`config.mk`:
```
export PLATFORM = sky130hd
export DESIGN_NAME = par16_bus_rx_flat
export DESIGN_NICKNAME = d
export VERILOG_FILES = /design/src/rtl/par16_bus_rx_if.sv /design/src/rtl/par16_bus_rx.sv /design/src/flat_wrapper.sv
export SDC_FILE = /design/constraint.sdc
export NUM_CORES = 1
export LEC_CHECK = 0
export CAP_MARGIN = 20
export CORE_MARGIN = 2
export CORE_UTILIZATION = 48
export DETAILED_ROUTE_END_ITERATION = 16
export PLACE_DENSITY = 0.79
export SLEW_MARGIN = 10
export SYNTH_ARGS = -nofsm -noshare
export SYNTH_HDL_FRONTEND = slang
export SYNTH_SLANG_ARGS = --single-unit
export TNS_END_PERCENT = 50
```
`constraint.sdc`:
```
create_clock -name clk -period 3.6 [get_ports clk]
set_input_delay 0.36 -clock clk [delete_from_list [all_inputs] [get_ports clk]]
set_output_delay 0.36 -clock clk [all_outputs]
set_load 0.005 [all_outputs]
```
`src/rtl/par16_bus_rx_if.sv`:
```
// Parallel-bus and word-handshake signals of par16_bus_rx.
// slave = receiver front end, master = host/cmd_parser side.
interface par16_bus_rx_if;
    logic        bus_clk;
    logic        bus_rnw;
    logic [15:0] bus_data_in;
    logic [15:0] bus_data_out;
    logic        bus_data_oe;
    logic [15:0] rx_data;
    logic        rx_valid;
    logic [15:0] tx_data;
    logic        tx_valid;
    logic        tx_ready;

    modport slave (
        input  bus_clk, bus_rnw, bus_data_in, tx_data, tx_valid,
        output bus_data_out, bus_data_oe, rx_data, rx_valid, tx_ready
    );

    modport master (
        output bus_clk, bus_rnw, bus_data_in, tx_data, tx_valid,
        input  bus_data_out, bus_data_oe, rx_data, rx_valid, tx_ready
    );
endinterface

```
`src/rtl/par16_bus_rx.sv`:
```
// Slave front end for the 16-bit Raspberry Pi parallel bus: synchronisers, B8B8/8B8B sync hunt,
// write-strobe capture and read-strobe serving. Define PAR16_RX_COUNT_EN to build the rx word counter.
module par16_bus_rx #(
    parameter int          SYNC_STAGES = 2,
    parameter logic [15:0] SYNC_WORD0  = 16'hB8B8,
    parameter logic [15:0] SYNC_WORD1  = 16'h8B8B
) (
    input  logic               clk,
    input  logic               reset,
    par16_bus_rx_if.slave      bus,
    output logic               synced,
    output logic               tx_underflow,
    output logic [15:0]        rx_word_count
);

    typedef enum logic [1:0] {HUNT0, HUNT1, SYNCED} state_t;

    logic [SYNC_STAGES-1:0]       r_clk_sync;
    logic [SYNC_STAGES-1:0]       r_rnw_sync;
    logic [SYNC_STAGES-1:0][15:0] r_data_sync;
    logic                         r_clk_d;

    logic                         w_clk_s;
    logic                         w_rnw_s;
    logic [15:0]                  w_data_s;
    logic                         w_rise;
    logic                         w_fall;
    logic                         w_qual;
    logic                         w_held2;

    state_t                       r_state;
    logic                         r_prev_qual;
    logic [15:0]                  r_prev_data;
    logic                         r_synced;
    logic [15:0]                  r_rx_data;
    logic                         r_rx_valid;
    logic                         r_tx_ready;
    logic [15:0]                  r_data_out;
    logic                         r_oe;
    logic                         r_underflow;
`ifdef PAR16_RX_COUNT_EN
    logic [15:0]                  r_rx_count;
`endif

    // NOTE: the synchroniser chains are plain flops, not a memory, so they take the async reset too.
    always_ff @(posedge clk or posedge reset) begin
        if (reset) begin
            r_clk_sync  <= '0;
            r_rnw_sync  <= '0;
            r_data_sync <= '0;
            r_clk_d     <= 1'b0;
        end else begin
            // NOTE: non-blocking assignments let every stage shift on the same edge without ordering races.
            r_clk_sync  <= {r_clk_sync[SYNC_STAGES-2:0], bus.bus_clk};
            r_rnw_sync  <= {r_rnw_sync[SYNC_STAGES-2:0], bus.bus_rnw};
            r_data_sync <= {r_data_sync[SYNC_STAGES-2:0], bus.bus_data_in};
            r_clk_d     <= w_clk_s;
        end
    end

    assign w_clk_s  = r_clk_sync[SYNC_STAGES-1];
    assign w_rnw_s  = r_rnw_sync[SYNC_STAGES-1];
    assign w_data_s = r_data_sync[SYNC_STAGES-1];
    assign w_rise   = w_clk_s & ~r_clk_d;
    assign w_fall   = ~w_clk_s & r_clk_d;

    // A sync word only counts once it has been seen on two consecutive strobe-high write cycles.
    assign w_qual   = w_clk_s & ~w_rnw_s;
    assign w_held2  = w_qual & r_prev_qual & (w_data_s == r_prev_data);

    always_ff @(posedge clk or posedge reset) begin
        if (reset) begin
            r_state     <= HUNT0;
            r_prev_qual <= 1'b0;
            r_prev_data <= '0;
            r_synced    <= 1'b0;
            r_rx_data   <= '0;
            r_rx_valid  <= 1'b0;
            r_tx_ready  <= 1'b0;
            r_data_out  <= '0;
            r_oe        <= 1'b0;
            r_underflow <= 1'b0;
`ifdef PAR16_RX_COUNT_EN
            r_rx_count  <= '0;
`endif
        end else begin
            r_prev_qual <= w_qual;
            r_prev_data <= w_data_s;
            r_rx_valid  <= 1'b0;
            r_tx_ready  <= 1'b0;
            case (r_state)
                HUNT0: begin
                    if (w_held2 && w_data_s == SYNC_WORD0) r_state <= HUNT1;
                end
                HUNT1: begin
                    if (w_held2) begin
                        if (w_data_s == SYNC_WORD1) begin
                            r_state  <= SYNCED;
                            r_synced <= 1'b1;
                        end else if (w_data_s != SYNC_WORD0) begin
                            r_state  <= HUNT0;
                        end
                    end
                end
                SYNCED: begin
                    r_oe <= w_rnw_s;
                    if (w_rise && !w_rnw_s) begin
                        r_rx_data  <= w_data_s;
                        r_rx_valid <= 1'b1;
`ifdef PAR16_RX_COUNT_EN
                        r_rx_count <= r_rx_count + 16'd1;
`endif
                    end
                    if (w_fall && w_rnw_s) begin
                        if (bus.tx_valid) begin
                            r_data_out <= bus.tx_data;
                            r_tx_ready <= 1'b1;
                        end else begin
                            r_data_out  <= '0;
                            r_underflow <= 1'b1;
                        end
                    end
                end
                default: r_state <= HUNT0;
            endcase
        end
    end

    assign bus.rx_data      = r_rx_data;
    assign bus.rx_valid     = r_rx_valid;
    assign bus.tx_ready     = r_tx_ready;
    assign bus.bus_data_out = r_data_out;
    assign bus.bus_data_oe  = r_oe;
    assign synced           = r_synced;
    assign tx_underflow     = r_underflow;
`ifdef PAR16_RX_COUNT_EN
    assign rx_word_count    = r_rx_count;
`else
    assign rx_word_count    = 16'h0000;
`endif

endmodule

```
`src/flat_wrapper.sv`:
```
// flat-port wrapper written by rule: the top's interface ports become plain ports
module par16_bus_rx_flat 
#(
    parameter int          SYNC_STAGES = 2,
    parameter logic [15:0] SYNC_WORD0  = 16'hB8B8,
    parameter logic [15:0] SYNC_WORD1  = 16'h8B8B
)
  (clk, reset, synced, tx_underflow, rx_word_count, bus_bus_clk, bus_bus_rnw, bus_bus_data_in, bus_tx_data, bus_tx_valid, bus_bus_data_out, bus_bus_data_oe, bus_rx_data, bus_rx_valid, bus_tx_ready);
  par16_bus_rx_if bus_i ();
  input  logic clk;
  input  logic reset;
  output logic synced;
  output logic tx_underflow;
  output logic [15:0] rx_word_count;
  input wire logic [$bits(bus_i.bus_clk)-1:0] bus_bus_clk;
  input wire logic [$bits(bus_i.bus_rnw)-1:0] bus_bus_rnw;
  input wire logic [$bits(bus_i.bus_data_in)-1:0] bus_bus_data_in;
  input wire logic [$bits(bus_i.tx_data)-1:0] bus_tx_data;
  input wire logic [$bits(bus_i.tx_valid)-1:0] bus_tx_valid;
  output wire logic [$bits(bus_i.bus_data_out)-1:0] bus_bus_data_out;
  output wire logic [$bits(bus_i.bus_data_oe)-1:0] bus_bus_data_oe;
  output wire logic [$bits(bus_i.rx_data)-1:0] bus_rx_data;
  output wire logic [$bits(bus_i.rx_valid)-1:0] bus_rx_valid;
  output wire logic [$bits(bus_i.tx_ready)-1:0] bus_tx_ready;
  assign bus_i.bus_clk = bus_bus_clk;
  assign bus_i.bus_rnw = bus_bus_rnw;
  assign bus_i.bus_data_in = bus_bus_data_in;
  assign bus_i.tx_data = bus_tx_data;
  assign bus_i.tx_valid = bus_tx_valid;
  assign bus_bus_data_out = bus_i.bus_data_out;
  assign bus_bus_data_oe = bus_i.bus_data_oe;
  assign bus_rx_data = bus_i.rx_data;
  assign bus_rx_valid = bus_i.rx_valid;
  assign bus_tx_ready = bus_i.tx_ready;
  par16_bus_rx #(.SYNC_STAGES(SYNC_STAGES), .SYNC_WORD0(SYNC_WORD0), .SYNC_WORD1(SYNC_WORD1)) u_core (.clk(clk), .reset(reset), .bus(bus_i), .synced(synced), .tx_underflow(tx_underflow), .rx_word_count(rx_word_count));
endmodule
```
---- Word-level counts from Yosys, hierarchy flattened ----
Index checks and enable logic that the tools add are counted.
storage, ports and cells
  bits in registers ....................... 93
  bits in latches ......................... 0
  bits in writable memories ............... 0
  ROM bits ................................ 0
  input port bits ......................... 37
  output and inout bits ................... 53
  word-level logic and storage cells ...... 55
  memories ................................ 0
operators by class
  $add $sub $neg .......................... 0
  multiply operators ...................... 0
  divide/modulo/power cells ............... 0
  magnitude comparators ................... 0
  equal/unequal tests ..................... 9
  shift operators ......................... 0
  mux-type cells .......................... 11
  bitwise operators ....................... 10
  reduce and logical (&&, ||, !) cells .... 10
operators with widths
  operator                number
  $eq A16 B16 Y1 const B  2
  $eq A16 B16 Y1          1
  $mux W16                1
  $ne A16 B16 Y1 const B  1
  $mux W2                 4
  $pmux W2 S3             1
  $reduce_and A3 Y1       2
  $and A1 B1 Y1           5
  $mux W1                 5
  $not A1 Y1              5
  $ne A2 B1 Y1 const B    2
  $reduce_and A2 Y1       2
  $reduce_and A4 Y1       1
  $logic_and A1 B1 Y1     3
  $ne A3 B1 Y1 const B    1
  $eq A2 B1 Y1 const B    1
  $eq A2 B2 Y1 const B    1
  $logic_not A2 Y1        1
  $logic_not A1 Y1        1

---- Longest topological paths before layout ----
Gate-level depths: netlist of run 1.
  depth after elaboration ................. 7
  mapped depth ............................ 6
  depth with buffers taken out ............ 5

---- Worst setup path before layout of run 1 ----
Ideal clock, no wire load.
  kind .................................... register -> register
  from .................................... reg u_core.r_rnw_sync[1]
  to ...................................... reg u_core.r_rx_data[0] (netlist: u_core.bus.rx_data[0])
  library setup time ...................... 125 ps
  data arrival time ....................... 1,375 ps
  required time ........................... 3,475 ps
  slack ................................... 2,100 ps
  stages on the path, launching flop included .. 5
  path buffers ............................ 1
  period minus slack after synthesis ...... 1,500 ps
  cell sequence ........................... dfrtp_1 nor2b_4 nor3b_4 buf_12 mux2_4
between the ends
  longest elaborated chain between the ends .. 3
ends and longest elaborated chain
  item                         RTL line             RTL
  from (decl)                  par16_bus_rx.sv:19   logic [SYNC_STAGES-1:0] r_rnw_sync;
  from (signal assigned)       par16_bus_rx.sv:55   r_rnw_sync <= {r_rnw_sync[SYNC_STAGES-2:0], bus.bus_rnw};
  $logic_not A1 Y1             par16_bus_rx.sv:107  if (w_rise && !w_rnw_s) begin
  $logic_and A1 B1 Y1          par16_bus_rx.sv:107
  $reduce_and A2 Y1 (no line)  --
  to (signal assigned)         par16_bus_rx.sv:108  r_rx_data <= w_data_s;
  to (decl)                    par16_bus_rx.sv:35   logic [15:0] r_rx_data;
Every way passes these cells.
A chain may end at the register's enable or synchronous reset.

---- Worst setup path after layout of run 1 ----
  from .................................... reg u_core.r_rnw_sync[1]
  to ...................................... reg u_core.r_rx_data[9] (netlist: u_core.bus.rx_data[9])
Same word-level chain as after synthesis.

==> out/results.txt, run 1 <==
All-Layer GR Usage - 15.3%
# resized after CTS - 0
Starting Density - 49.5%
vias in the first global route - 1883
hpwl dp - 3790 um
port bufs - 73
Final TNS setup - 0 ps
gr ovfl total - 0
gpl congestion - 0.817
Max Cap Violations - 0
Crit Path Max Fanout - 17
pwr/cell area - 449 mW/mm^2
Slew HR - 33.1%
height of the die - 87.7 um
Crit. End Element - flip-flop
Sw Share - 21.6%
DR pass1 iterations - 4
#FFs+latches synth - 93
WL/cell - 13.4 um
Clock Sinks - 93
first-pass GRT wire length - 8910 um
sw power - 421 uW
Leak - 0.00194 uW
Int Pwr - 1530 uW
CTS tree - yes
endpoints failing setup - 0
Rows - 30
CP Data Arrival Time - 2160 ps
maximum vdd drop - 0.000187 V
Post-layout nets - 346
num ports - 90
Worst-Margin Slew - 1000 ps
RSZ-0062 raised after global routing - false
Ys Warns - 0
CTS Hold Bufs - 0
routed vias/inst - 4.47
initial antenna violation count - 0
worst skew pair latency - 350 ps
Synth cell types - 28
period utilization - 53.5%
Setup Fix Bufs, Post-CTS - 0
Slew Viols, Final - 0
sequential area share after synthesis - 69.2%
Worst Setup Start Kind - flip-flop
worst min-delay path category - in2async
DR iter-0 viols - 127
Synth Cell Area - 0.00336 mm^2
Reg clk slew, reported paths - 100 ps
Avg Cell Area, Syn - 14.6 um^2
min Tclk post-route - 1920 ps
# DRC - 0
kind of critical path - reg2reg
WP data required - 3840 ps
Syn Inst Count - 231
n_diodes - 0
total number of vias - 1833
die area - 0.00769 mm^2
maximum number of pins on one net before global-route repair - 94
CTS Buf Count - 9
total power - 1950 uW
status - finished, final reports clean
share of power burned in registers - 56.4%
core box area - 0.00679 mm^2
post-route antenna net violation count - 0
clock skew - 12.9 ps
proportion of layout cells with a drive suffix above 1 - 16.9%
synthesis-to-layout area growth - 28.9%
CTS root buffer - clkbuf_8
CTS H-tree lvls - 3
Max Clk Rate - 0.520 GHz
Die X-Extent - 87.7 um
clock buffer depth - 2
Final Hold Viols - 0
clock power share - 38.5%
combinational power share - 5.1%
final wirelength - 5500 um
-- layout by cell type, fill, tap and decap left out, types with 2 or more instances in the layout --
master	synthesis	final
clkdlybuf4s50_1	0	73
bufinv_16	0	2
nor3_1	2	2
xnor2_1	16	16
nand3_1	3	3
mux2_2	8	8
o21ai_1	4	4
nand2b_1	2	2
conb_1	1	16
dfrtp_1	93	93
nand4_1	5	5
clkbuf_8	0	9
nand2_1	37	37
clkinvlp_4	0	2
mux2_4	9	9
nor4bb_1	2	2
o21ai_2	12	12
nor2_1	3	3
inv_6	0	2
-- through the flow --
step | setup WS [ps] | std cells | utilization (%) | hold slack [ps] | area, um^2
global placement | 1710 | 393 | 60.2 | 334 | 4090
global route | 1540 | 410 | 63.8 | 355 | 4340
finish | 1680 | 410 | 63.8 | 329 | 4340
detailed placement | 1640 | 393 | 60.2 | 335 | 4090
floorplan | 820 | 246 | - | 331 | 3420
CTS | 1640 | 409 | 63.4 | 356 | 4310
-- per-layer routing --
layer	wire length (um)	global-route usage [%]	vias up
met1	2260	18.5	886
met3	303	4.62	6
met4	59	7.13	0
met2	2880	25.2	55
li1	-	-	886
met5	0	0	-
-- Yosys cell counts --
cell       n  area, um^2
o21ai_1    4        20.0
nand2b_4   1        13.8
buf_4     16         120
nor4_1     1        6.26
nand3b_1   1        7.51
nor4b_2    1        15.0
nor4bb_1   2        20.0
xnor2_1   16         140
dfrtp_1   93        2330
nand2b_1   2        12.5
nand2_1   37         139
inv_1      2        7.51
mux2_4     9         135
or3_1      1        6.26
buf_12     1        20.0
o21ai_2   12         105
nand4_1    5        31.3
nor2b_4    1        13.8
nor3_1     2        10.0
clkbuf_1   2        7.51
o21bai_2   1        11.3
nor3b_4    1        18.8
nand3_1    3        15.0
nor2_1     3        11.3
buf_6      4        45.0
conb_1     1        3.75
mux2_2     8        90.1
mux2i_1    1        10.0
-- cell type report --
type	count	area [um^2]
fillers	549	2460
repair buffers	75	766
clock buffers	9	124
multi-input cells	128	892
inverters	2	10.0
well taps	96	120
clock inverters	7	97.6
flip-flops and latches	93	2330
-- power by group through the flow --
stage          Clock (uW)  Sequential, uW  Combinational [uW]
6_report              750            1100                99.3
5_1_grt               808            1100                 111
4_1_cts               770            1100                98.0
3_5_place_dp            0            1120                97.5
3_3_place_gp            0            1120                95.7
2_1_floorplan           0            1110                60.5
-- cells by family after synthesis --
| kind of cell | Yosys count | share of synthesized area, % |
|---|---|---|
| and+or+nand+nor | 61 | 9.52 |
| xor gates and xnor gates | 16 | 4.17 |
| DFF | 93 | 69.2 |
| AOI/OAI and AO/OA | 17 | 4.06 |
| other | 1 | 0.112 |
| buffers and inverters | 25 | 5.95 |
| muxes | 18 | 6.99 |
-- registers in the layout, summed over array words and instances, names as in the netlist, 2 cells and up --
| name | cells |
|---|---|
| u_core.r_rnw_sync | 2 |
| u_core.w_data_s | 16 |
| u_core.r_clk_sync | 2 |
| u_core.bus.rx_data | 16 |
| u_core.r_data_sync | 16 |
| u_core.r_prev_data | 16 |
| u_core.r_state | 2 |
| u_core.bus.bus_data_out | 16 |
-- critical path: stages (launching register included) --
cell	delay (ps)
dfrtp_1	420
nor2b_4	140
nor3b_4	830
mux2_2	420
-- final timing paths --
check                                            startpoint                                     end  slack, ps  cells after the start
setup / recovery             u_core.r_rnw_sync[1]$_DFF_PP0_       u_core.bus.rx_data[9]$_DFFE_PP0P_       1680                      3
hold / removal                                        reset  u_core.bus.bus_data_out[3]$_DFFE_PP0P_        330                      2
setup reg to reg             u_core.r_rnw_sync[1]$_DFF_PP0_       u_core.bus.rx_data[9]$_DFFE_PP0P_       1680                      3
hold reg to reg            u_core.r_data_sync[15]$_DFF_PP0_           u_core.w_data_s[15]$_DFF_PP0_        350                      0
max in group asynchronous                             reset       u_core.bus.rx_data[8]$_DFFE_PP0P_       2630                      3
min in group clk           u_core.r_data_sync[15]$_DFF_PP0_           u_core.w_data_s[15]$_DFF_PP0_        350                      0
Note: power is estimated with default switching activity, not from simulation.
==> run 2, diff against run 1 <==
==> constraint.sdc (replaced) <==
create_clock -name clk -period 1.94 [get_ports clk]
set_input_delay 0.194 -clock clk [delete_from_list [all_inputs] [get_ports clk]]
set_output_delay 0.194 -clock clk [all_outputs]
set_load 0.005 [all_outputs]
==> run 2 against run 1 <==
  * Sequential power increased by 85%
  * Die area stayed put
  * Largest cell class unchanged
  * Largest power group unchanged
  * Count of clock-buffer cells in the layout grew 2
  * Register-to-register slack lost 1300 ps
  * Clock skew down 3.3 ps
  * Total power grew 77%
  * Worst setup slack got worse by 1300 ps
  * Combinational power grew 88%
==> out/results.txt, run 2 (synthesis gave the netlist of run 1 again) <==
CTS H-tree lvls - 3
maximum vdd drop - 0.000348 V
# DRC - 0
proportion of layout cells with a drive suffix above 1 - 17.1%
Rows - 30
setup ws final - 421 ps
Inst Count DP - 397
WP data required - 2160 ps
Crit. End Element - flip-flop
routed vias/inst - 4.52
vias in the first global route - 1916
Crit Path Max Fanout - 34
Leak - 0.00194 uW
pwr/cell area - 797 mW/mm^2
core box area - 0.00679 mm^2
clock skew - 9.63 ps
CTS root buffer - clkbuf_8
DR pass1 iterations - 4
Final TNS setup - 0 ps
synthesis-to-layout area growth - 28.9%
port bufs - 73
first-pass GRT wire length - 9300 um
All-Layer GR Usage - 16.1%
CP Cell Sequence - nand2b_4 -> or3_1 -> buf_4 -> nand2_1 -> o21ai_1
kind of critical path - reg2reg
Max Cap Violations - 0
maximum number of pins on one net before global-route repair - 42
gpl congestion - 0.822
final wirelength - 5510 um
Starting Density - 49.5%
DR iter-0 viols - 118
RSZ-0062 raised after global routing - false
most frequent cells in the layout - 93 x dfrtp_1, 73 x clkdlybuf4s50_1, 37 x nand2_1, 16 x xnor2_1, 16 x conb_1
WL/cell - 13.4 um
CTS Buf Count - 9
Setup Fix Bufs, Post-CTS - 0
Max Clk Rate - 0.658 GHz
Cell Count, Final, Fillers Out - 412
RR Startpoint - u_core.r_state[0]$_DFFE_PP0P_
Slew HR - 57.9%
Die X-Extent - 87.7 um
Max stage delay on crit path - 420 ps
CTS tree - yes
num ports - 90
period utilization - 78.3%
n_diodes - 0
Worst R2R Path Depth - 5
Core Util, Final - 63.8%
# resized after CTS - 0
Place WS - 416 ps
gr ovfl total - 0
die area - 0.00769 mm^2
total number of vias - 1862
Worst Setup Start Kind - flip-flop
min Tclk post-route - 1520 ps
Reg clk slew, reported paths - 80 ps
Worst-Margin Slew - 629 ps
clock buffer depth - 2
post-route antenna net violation count - 0
Slew Viols, Final - 0
hpwl dp - 3890 um
Post-layout nets - 349
Final Hold Viols - 0
critical path's slowest cell - dfrtp_1
CP Data Arrival Time - 1740 ps
worst reg2reg setup slack - 420 ps
CTS Hold Bufs - 0
total power - 3450 uW
endpoints failing setup - 0
worst min-delay path category - in2async
height of the die - 87.7 um
initial antenna violation count - 0
Clock Sinks - 93
status - finished, final reports clean
worst skew pair latency - 350 ps
reg-to-reg endpoint - u_core.bus.bus_data_out[15]$_DFFE_PP0P_
most common cell after layout, fill and taps aside - dfrtp_1
run 2: power by group:
| group | internal, uW | total (uW) | switching (uW) |
|---|---|---|---|
| sequential | 1990 | 2040 | 41.8 |
| combinational | 107 | 187 | 80.5 |
| clock | 622 | 1230 | 607 |
run 2: worst max-delay path: cells and delay by family, from the launching register on:
kind	cells	cell delay, ps
DFF	1	420
and+or+nand+nor	3	630
buffers and inverters	1	260
AOI/OAI and AO/OA	1	70
run 2: how the worst max path moves through the flow:
| stage | startpoint | endpoint | slack [ps] | cells past startpoint |
|---|---|---|---|---|
| 2_1_floorplan | u_core.r_rnw_sync[1]$_DFF_PP0_ | u_core.bus.rx_data[0]$_DFFE_PP0P_ | 440 | 4 |
| 3_3_place_gp | u_core.w_data_s[10]$_DFF_PP0_ | u_core.synced$_DFFE_PP0P_ | 450 | 5 |
| 3_5_place_dp | u_core.w_data_s[10]$_DFF_PP0_ | u_core.synced$_DFFE_PP0P_ | 420 | 5 |
| 4_1_cts | u_core.w_data_s[10]$_DFF_PP0_ | u_core.synced$_DFFE_PP0P_ | 400 | 5 |
| 5_1_grt | u_core.w_data_s[15]$_DFF_PP0_ | u_core.r_state[1]$_DFFE_PP0P_ | 290 | 5 |
| 6_report | u_core.r_state[0]$_DFFE_PP0P_ | u_core.bus.bus_data_out[15]$_DFFE_PP0P_ | 420 | 5 |
run 2: per-stage QoR:
step           instance area [um^2]  hold WS [ps]
6_report                       4330           210
2_1_floorplan                  3420           225
3_5_place_dp                   4140           335
4_1_cts                        4330           209
5_1_grt                        4330           226
3_3_place_gp                   4140           332
run 2: routing by layer:
layer  routed length, um  global-route usage, %  vias to the layer above
met2                2740                   23.6                       59
met1                2310                   21.7                      915
met4                  55                   6.15                        0
met5                   0                      0                        -
li1                    -                      -                      882
met3                 393                   6.79                        6
run 2: final cells by class:
class                           count  area (um^2)
Timing Repair Buffer               78          793
Tap cell                           96          120
Clock inverter                      4         48.8
Inverter                            2         11.3
Clock buffer                       11          141
Sequential cell                    93         2330
Multi-Input combinational cell    128          892
Fill cell                         516         2460
